$ cat src/rtl/legv8_imm_gen_pipe.sv
// LEGv8 immediate generator: decode, extract, extend and shift the
// immediate field behind a 2-stage valid/ready pipeline.
module legv8_imm_gen_pipe #(
    parameter int DATA_W = 64,
    parameter int CNT_W  = 8
) (
    input  logic              clk,
    input  logic              reset,
    input  logic              in_valid,
    output logic              in_ready,
    input  logic [31:0]       instr,
    output logic              out_valid,
    input  logic              out_ready,
    output logic [DATA_W-1:0] imm_out,
    output logic [2:0]        fmt_out,
    output logic              illegal_out,
    output logic [CNT_W-1:0]  illegal_cnt
);

    typedef enum logic [2:0] {
        FMT_NONE = 3'd0,
        FMT_D    = 3'd1,
        FMT_I    = 3'd2,
        FMT_B    = 3'd3,
        FMT_CB   = 3'd4,
        FMT_IW   = 3'd5
    } fmt_e;

    typedef struct packed {
        logic [31:0] instr;
        fmt_e        fmt;
    } s1_t;

    logic              s1_valid;
    logic              s2_valid;
    logic              s1_load;
    logic              s2_load;
    s1_t               s1_q;
    fmt_e              fmt_d;
    logic [DATA_W-1:0] imm_d;
    logic [DATA_W-1:0] iw_base;
    logic              unused_bits;

    assign s2_load   = !s2_valid || out_ready;
    assign s1_load   = !s1_valid || s2_load;
    assign in_ready  = s1_load;
    assign out_valid = s2_valid;

    assign unused_bits = ^{s1_q.instr[31:26], s1_q.instr[4:0]};

    // Opcode classes are mutually exclusive, so order does not matter here
    always_comb begin
        fmt_d = FMT_NONE;
        unique case (1'b1)
            instr[31:26] == 6'b000101 ||
            instr[31:26] == 6'b100101:
                fmt_d = FMT_B;
            instr[31:24] == 8'b10110100 ||
            instr[31:24] == 8'b10110101 ||
            instr[31:24] == 8'b01010100:
                fmt_d = FMT_CB;
            instr[31:23] == 9'b110100101 ||
            instr[31:23] == 9'b111100101:
                fmt_d = FMT_IW;
            instr[31] &&
            (instr[28:22] == 7'b1000100 ||
             instr[28:22] == 7'b1001000):
                fmt_d = FMT_I;
            instr[31:21] == 11'b11111000000 ||
            instr[31:21] == 11'b11111000010:
                fmt_d = FMT_D;
            default:
                fmt_d = FMT_NONE;
        endcase
        // A 32-bit result cannot hold hw=2/3 wide moves
        if (DATA_W == 32 && fmt_d == FMT_IW && instr[22])
            fmt_d = FMT_NONE;
    end

    assign iw_base = {{(DATA_W-16){1'b0}}, s1_q.instr[20:5]};

    always_comb begin
        imm_d = '0;
        unique case (s1_q.fmt)
            FMT_D:
                imm_d = {{(DATA_W-9){s1_q.instr[20]}},
                         s1_q.instr[20:12]};
            FMT_I:
                imm_d = {{(DATA_W-12){1'b0}},
                         s1_q.instr[21:10]};
            FMT_B:
                imm_d = {{(DATA_W-28){s1_q.instr[25]}},
                         s1_q.instr[25:0], 2'b00};
            FMT_CB:
                imm_d = {{(DATA_W-21){s1_q.instr[23]}},
                         s1_q.instr[23:5], 2'b00};
            FMT_IW:
                imm_d = iw_base << {s1_q.instr[22:21], 4'b0000};
            default:
                imm_d = '0;
        endcase
    end

    always_ff @(posedge clk or posedge reset) begin
        if (reset) begin
            s1_valid    <= 1'b0;
            s1_q        <= '0;
            s2_valid    <= 1'b0;
            imm_out     <= '0;
            fmt_out     <= '0;
            illegal_out <= 1'b0;
            illegal_cnt <= '0;
        end else begin
            if (s1_load) begin
                s1_valid <= in_valid;
                if (in_valid) begin
                    s1_q.instr <= instr;
                    s1_q.fmt   <= fmt_d;
                end
            end
            if (s2_load) begin
                s2_valid <= s1_valid;
                if (s1_valid) begin
                    imm_out     <= imm_d;
                    fmt_out     <= s1_q.fmt;
                    illegal_out <= (s1_q.fmt == FMT_NONE);
                end
            end
            if (s2_valid && out_ready && illegal_out &&
                illegal_cnt != '1)
                illegal_cnt <= illegal_cnt + CNT_W'(1);
        end
    end

endmodule

$ cat config.mk
export PLATFORM = sky130hd
export DESIGN_NAME = legv8_imm_gen_pipe
export DESIGN_NICKNAME = d
export VERILOG_FILES = /design/src/rtl/legv8_imm_gen_pipe.sv
export SDC_FILE = /design/constraint.sdc
export NUM_CORES = 1
export LEC_CHECK = 0
export ABC_AREA = 0
export BUFFER_PORTS_ARGS = -buffer_cell sky130_fd_sc_hd__buf_2
export CORE_UTILIZATION = 49
export CTS_BUF_LIST = sky130_fd_sc_hd__clkbuf_16
export DETAILED_ROUTE_END_ITERATION = 8
export PLACE_DENSITY = 0.71
export SYNTH_ARGS = -nofsm -noshare
export SYNTH_HDL_FRONTEND = slang
export SYNTH_SLANG_ARGS = --single-unit
$ cat constraint.sdc
create_clock -name clk -period 4.1 [get_ports clk]
set_input_delay 0.82 -clock clk [delete_from_list [all_inputs] [get_ports clk]]
set_output_delay 0.82 -clock clk [all_outputs]
set_load 0.005 [all_outputs]
# After elaboration in Yosys (flattened, before gate mapping)
# Index checks and enable logic that the tools add are counted.
dict set report op_classes {
  n_reduce_logical 17
  n_bitwise 0
  addsub 1
  eq_ne 17
  n_mul 0
  magnitude_cmp 0
  n_div 0
  n_shift 1
  n_mux 2
}
# cell n
set ops {}
lappend ops {{64-bit one-hot mux with 5 select lines} 1}
lappend ops {{16-bit by 6-bit << shifter with 64-bit output} 1}
lappend ops {{11-bit == test (second input constant)} 2}
lappend ops {{9-bit == test (second input constant)} 2}
lappend ops {{8-bit == test (second input constant)} 2}
lappend ops {{3-bit one-hot mux with 5 select lines} 1}
lappend ops {{7-bit == test (second input constant)} 2}
lappend ops {{8-bit by 1-bit adder with 8-bit output (second input constant)} 1}
lappend ops {{8-bit by 7-bit == test with 1-bit output (second input constant)} 1}
lappend ops {{1-bit logical OR} 8}
lappend ops {{8-bit inequality test (second input constant)} 1}
lappend ops {{3-bit by 2-bit == test with 1-bit output (second input constant)} 2}
lappend ops {{3-bit == test (second input constant)} 2}
lappend ops {{6-bit by 3-bit == test with 1-bit output (second input constant)} 1}
lappend ops {{6-bit == test (second input constant)} 1}
lappend ops {{1-bit logical AND} 4}
lappend ops {{2-bit AND reduction} 2}
lappend ops {{3-bit by 1-bit == test with 1-bit output (second input constant)} 1}
lappend ops {{3-bit zero test} 1}
lappend ops {{1-bit zero test} 2}
dict set report totals {
  latch_bits 0
  input_bits 36
  n_memories 0
  mem_bits_rw 0
  wordCells 46
  ff_bits 107
  rom_bits 0
}

# Depth between registers and ports, before layout
# Gate-level depths: netlist (run 1).
dict set report logic_depth {
  word_depth 4
  mapped_depth 6
  mapped_depth_nobuf 5
}

# Worst setup path after synthesis (run 1)
# OpenSTA, ideal clock, no wires.
dict set report synth_timing {
  path_type {in2reg}
  from {input out_ready}
  to {register s1_q (netlist bit iw_base[0])}
  t_arrival_ps 1890
  path_slack_ps 2085
  setup_ps 125
  cell_stages 4
  cell_sequence {nand3b_1 -> nand2_2 -> buf_2 -> mux2_2}
}
dict set report synth_via {
  elab_chain_cells 3
}
# item line_no
set synth_rtl {}
lappend synth_rtl {{from (decl)} 13} ;# input logic out_ready,
lappend synth_rtl {{1-bit logical OR} 44} ;# assign s2_load = !s2_valid || out_ready;
lappend synth_rtl {{1-bit logical OR} 45} ;# assign s1_load = !s1_valid || s2_load;
lappend synth_rtl {{2-bit AND reduction (no source line)} -}
lappend synth_rtl {{to (decl)} 38} ;# s1_t s1_q;
# Every way passes these cells.
# A chain may end at the register's enable or synchronous reset.

# Worst setup path after layout (run 1)
dict set report layout_timing {
  from {register s1_q[1] (netlist bit)}
  to {register imm_out[50]}
}
dict set report layout_via {
  elab_chain_cells 2
  elab_cells_between_ends 6
  classes_between {eq/ne (5); mux (1)}
}
# item line_no
set layout_rtl {}
lappend layout_rtl {{3-bit == test (tied with other cells)} 84} ;# unique case (s1_q.fmt)
lappend layout_rtl {{64-bit one-hot mux with 5 select lines (*)} 84}
lappend layout_rtl {{to (signal assigned)} 124} ;# imm_out <= imm_d;
lappend layout_rtl {{to (decl)} 14} ;# output logic [DATA_W-1:0] imm_out,
# Mark *: on every way between the ends. The rest lies on a longest branch, timed or not.

==> flow_summary.yaml, run 1 <==
synthesis:
  yosys.area_share.simple_pct: 11.2
  synthXorXnorAreaFrac_pct: 1.40
  async_flop_share_pct: 100
  syn-cell-area_mm2: 0.00501
  synth_ff_type: "dfrtp_1"
  synth_top_area_share_pct: 53.4
  netlist_instances: 423
  synth-compound-area-share_pct: 21.1
  ys_seq_area_share_pct: 53.4
  ys_warn_count: 0
  netlist.top_cell.by_area: "dfrtp_1"
  synth_area_leaders: "dfrtp_1 (53%), a221o_1 (8.6%), mux2_1 (4.5%), nand2_1 (2.5%), a22oi_1 (2.2%)"
  synth_edf_count: 0
  synth_top_family_by_area: "compound AO/OA/AOI/OAI gates"
  synth.distinct_cells: 61
  synth-seq-cells: 107
  synth_area_per_cell_um2: 11.8
  synthAdderAreaFrac_pct: 0.250
  muxShareOfSynthArea_pct: 8.52
  syn_nets: 460
clock_network:
  clk_pin_slew_ns: 0.07
  postCtsSetupBuffers: 0
  cts_max_level: 3
  cts.repair.resized: 0
  cts_buffers: 9
  cts_sinks: 107
  cts_hold_buf: 0
  cts_tree: "built"
  cts_buffer_depth: 2
  root_buffer: "clkbuf_16"
  clock_latency_ns: 0.35
routing:
  wl_met1_um: 5920
  num_vias: 3971
  post-route-drc-count: 0
  routed.top_layer: "met4"
  vias_per_cell: 6.11
  first_pass_iters: 6
  route.met3.wl_um: 738
  totalWireLength_um: 12900
  wl_met2_um: 6030
  drtIter0Drc: 337
  ant_nets: 0
  wire_per_inst_um: 19.9
sta:
  rsz0062_at_grt: "false"
  finalClockSkew_ns: 0.00993
  setup_tns_ns: 0
  min_period_ns: 2.69
  fmax_mhz: 371
  max-slew-margin-rel_pct: 39.0
  finalHoldViolCount: 0
  setup_ws_ns: 1.41
  setup_viol: 0
  worst_slew_pin_slew_ns: 0.913
  period_share_pct: 65.7
  fin_hold_ws_ns: 0.469
  drv_slew: 0
cells_and_area:
  layout-drive-gt1-share_pct: 30.4
  diodes: 0
  final_area_mm2: 0.00590
  final_cell_mix: "buf_2 (113), dfrtp_1 (107), a221o_1 (43)"
  layout.cells.non_filler: 650
  area_delta_synth_final_pct: 17.7
  fin_nets: 549
  final_common_cell: "buf_2"
place:
  placedInstanceArea_mm2: 0.00560
  place_ws_ns: 1.37
  place_hpwl_um: 8820
  place_inst: 634
  io_buffers: 113
  place_congestion: 0.904
grt:
  grt_start_max_net_pins: 49
  grt_pass1_vias: 3731
  grt_pass1_wl_um: 20100
  gr-usage-all-layers_pct: 25.5
  antenna_found_initial: 0
  overflow: 0
flow_run:
  cap_violations: 0
critical_path:
  crit_required_ns: 4.38
  cp.arrival_ns: 2.97
  start_kind: "flop"
  worstSetupPathType: "flop to flop"
  crit_path_max_fanout: 37
  r2r_cells: 4
  end_kind: "flop"
pwr:
  powerDensity_mw_per_mm2: 487
  peakVddDrop_v: 0.000237
  p_leak_nw: 2.81
floorplan:
  core_area_mm2: 0.00982
  rows: 36
  die_area_mm2: 0.0106
  die_w_um: 103
  die_h_um: 103
  io_pins: 114
  initial_utilization_pct: 51.0
status:
  outcome: "complete, no violations"
worst_hold_path:
  hp-class: "input pin to async pin"
## Yosys cell counts, drive strengths merged (8+ instances only)
master / count
mux2: 29
dfrtp: 107
nand2: 34
a221o: 43
buf: 26
clkbuf: 15
a22oi: 15
a21oi: 21
nand3: 8
o21ai: 19
mux2i: 10
## routing by layer
layer	up-vias	GRT usage, %
li1	1810	-
met1	1966	35.8
met2	173	39.8
met3	22	5.36
met4	0	7.69
met5	-	0
## worst max-delay path: stages, from the launching register on
cell and delay (ns):
dfrtp_1 0.85, and3b_1 0.59, nand2_1 0.18, a21oi_4 0.75, a221o_1 0.23
## metrics by stage
step           power (mW)  util [%]
4_1_cts              2.87      60.0
2_1_floorplan        1.76         -
3_3_place_gp         2.02      57.1
3_5_place_dp         2.04      57.1
5_1_grt              3.02      60.0
6_report             2.87      60.0
## state kept, by name (all words and copies together) (netlist names)
| signal | cells |
|---|---|
| imm_out | 64 |
| iw_base | 16 |
| s1_q | 13 |
| illegal_cnt | 8 |
| fmt_out | 3 |
| illegal_out | 1 |
| out_valid | 1 |
| s1_valid | 1 |
## worst paths after layout
check | start | end | slack (ns)
setup / recovery | s1_q[1]$_DFFE_PP0P_ | imm_out[50]$_DFFE_PP0P_ | 1.41
setup reg to reg | s1_q[1]$_DFFE_PP0P_ | imm_out[50]$_DFFE_PP0P_ | 1.41
hold reg to reg | illegal_cnt[5]$_DFFE_PP0P_ | illegal_cnt[5]$_DFFE_PP0P_ | 0.50
hold / removal | reset | iw_base[14]$_DFFE_PP0P_ | 0.47
max in group asynchronous | reset | imm_out[30]$_DFFE_PP0P_ | 2.79
min in group clk | illegal_cnt[5]$_DFFE_PP0P_ | illegal_cnt[5]$_DFFE_PP0P_ | 0.50
## where the power goes
group          switching, mW  total, mW  leakage (nW)  internal [mW]
clock network          0.411      0.840         0.142          0.429
registers              0.223       1.45          1.38           1.23
logic                  0.278      0.577          1.29          0.298
total                  0.913       2.87          2.81           1.96
## cells by family after synthesis
family,count (synthesis)
AOI/OAI and AO/OA,131
DFF,107
and+or+nand+nor,93
buffers and inverters,44
muxes,39
xor gates and xnor gates,8
adders and majority gates,1
## final cells by class
cell class                      instances  area (um2)
Fill cell                             838        3920
Sequential cell                       107        2680
Multi-Input combinational cell        272        2130
Timing Repair Buffer                  119         611
Clock buffer                            9         225
Tap cell                              133         166
Clock inverter                          7        67.6
Inverter                                3        13.8
Power figures use the tool's default switching activity.
==> run 2: changes to the inputs <==
clock period = 2.6 ns   (was 4.1 ns; I/O delays follow)
==> flow_summary.yaml, run 2 (synthesis results as in run 1) <==
cells_and_area:
  layout-drive-gt1-share_pct: 31.6
  fin_nets: 558
  final_common_cell: "buf_2"
  final-seq-area_mm2: 0.00268
  diodes: 0
  multiInputGateArea_mm2: 0.00213
  largest-register: "imm_out"
  final_cell_mix: "buf_2 (113), dfrtp_1 (107), a221o_1 (43)"
  final_area_mm2: 0.00600
  fill_cells: 812
  area_delta_synth_final_pct: 19.8
  largest_register_ffs: 64
routing:
  totalWireLength_um: 12900
  num_vias: 4030
  first_pass_iters: 8
  drtIter0Drc: 304
  wire_per_inst_um: 19.5
  post-route-drc-count: 0
  vias_per_cell: 6.12
  ant_nets: 0
sta:
  finalClockSkew_ns: 0.00758
  setup_tns_ns: 0
  period_share_pct: 77.8
  max-slew-margin-rel_pct: 40.8
  min_period_ns: 2.02
  worst_slew_pin_slew_ns: 0.885
  fin_hold_ws_ns: 0.292
  fmax_mhz: 494
  setup_ws_ns: 0.576
  rsz0062_at_grt: "false"
  setup_viol: 0
  finalHoldViolCount: 0
  drv_slew: 0
clock_network:
  clk_pin_slew_ns: 0.08
  root_buffer: "clkbuf_16"
  postCtsSetupBuffers: 0
  cts_hold_buf: 0
  cts_buffer_depth: 2
  cts_tree: "built"
  clock_latency_ns: 0.35
  cts_buffers: 9
  cts_sinks: 107
  cts_max_level: 3
  cts.repair.resized: 0
critical_path:
  crit_chain: "buf_4 > nand2_1 > nand4_2 > a21oi_4 > a221o_1"
  cp_slowest_stage_delay_ns: 0.70
  crit_path_top_delay_cell: "a21oi_4"
  cp.arrival_ns: 2.31
  crit_path_max_fanout: 37
  worstSetupPathType: "flop to flop"
  end_kind: "flop"
  crit_required_ns: 2.89
  start_kind: "flop"
pwr:
  netSwitchingFraction_pct: 32.2
  internal_power_mw: 3.11
  peakVddDrop_v: 0.000482
  power.net_switching_mw: 1.48
  power_frac_comb_pct: 20.5
  seqPwrFrac_pct: 49.7
  powerDensity_mw_per_mm2: 765
  p_leak_nw: 2.87
  clkPwrFrac_pct: 29.8
place:
  place_hpwl_um: 8630
  placedInstanceArea_mm2: 0.00570
  place_congestion: 0.940
  io_buffers: 113
  place_ws_ns: 0.529
floorplan:
  die_area_mm2: 0.0106
  die_h_um: 103
  core_area_mm2: 0.00982
  die_w_um: 103
  initial_utilization_pct: 51.0
  rows: 36
  io_pins: 114
flow_run:
  cap_violations: 0
grt:
  grt_pass1_wl_um: 20800
  overflow: 0
  grt_start_max_net_pins: 108
  antenna_found_initial: 0
  grt_pass1_vias: 3781
  gr-usage-all-layers_pct: 26.2
status:
  outcome: "complete, no violations"
worst_hold_path:
  hp-class: "input pin to async pin"
[run 2: power by group through the flow]
stage / clock (mW) / combinational, mW / sequential [mW]
3_3_place_gp: 0 / 0.922 / 2.29
4_1_cts: 1.39 / 0.948 / 2.27
2_1_floorplan: 0 / 0.615 / 2.17
3_5_place_dp: 0 / 0.942 / 2.30
6_report: 1.37 / 0.941 / 2.28
5_1_grt: 1.46 / 1.06 / 2.32
[run 2: path summary, 6_finish.rpt]
path,slack [ns],to,startpoint,depth (start not counted)
setup / recovery,0.58,imm_out[38]$_DFFE_PP0P_,s1_q[1]$_DFFE_PP0P_,5
hold / removal,0.29,imm_out[29]$_DFFE_PP0P_,reset,3
setup reg to reg,0.58,imm_out[38]$_DFFE_PP0P_,s1_q[1]$_DFFE_PP0P_,5
hold reg to reg,0.49,imm_out[3]$_DFFE_PP0P_,imm_out[3]$_DFFE_PP0P_,2
max in group asynchronous,1.85,s1_q[25]$_DFFE_PP0P_,reset,3
min in group clk,0.38,iw_base[10]$_DFFE_PP0P_,instr[15],2
[run 2: per-stage QoR]
step / std cells / power [mW] / utilization [%]
after detailed placement: 643 / 3.24 / 58.0
after global routing: 659 / 4.84 / 61.1
after floorplan: 423 / 2.78 / -
after CTS: 659 / 4.61 / 61.1
final: 659 / 4.59 / 61.1
after global placement: 643 / 3.22 / 58.0
[run 2: layer usage]
layer | GRT usage [%] | wire, um | vias up
li1 | - | - | 1827
met1 | 37.6 | 5820 | 2007
met2 | 40.5 | 5850 | 174
met3 | 5.36 | 973 | 22
met4 | 7.26 | 235 | 0
met5 | 0 | 0 | -
[run 2: area by class of cell]
cell class	instances	share of cell area, %
Inverter	3	0.250
Tap cell	133	2.77
Clock buffer	9	3.75
Timing Repair Buffer	128	11.7
Multi-Input combinational cell	272	35.6
Sequential cell	107	44.6
Clock inverter	7	1.33
[run 2: critical path, delay by kind of cell (launching register included)]
family | cells | cell delay, ns
and+or+nand+nor | 2 | 0.25
AOI/OAI and AO/OA | 2 | 0.92
DFF | 1 | 0.51
buffers and inverters | 1 | 0.26
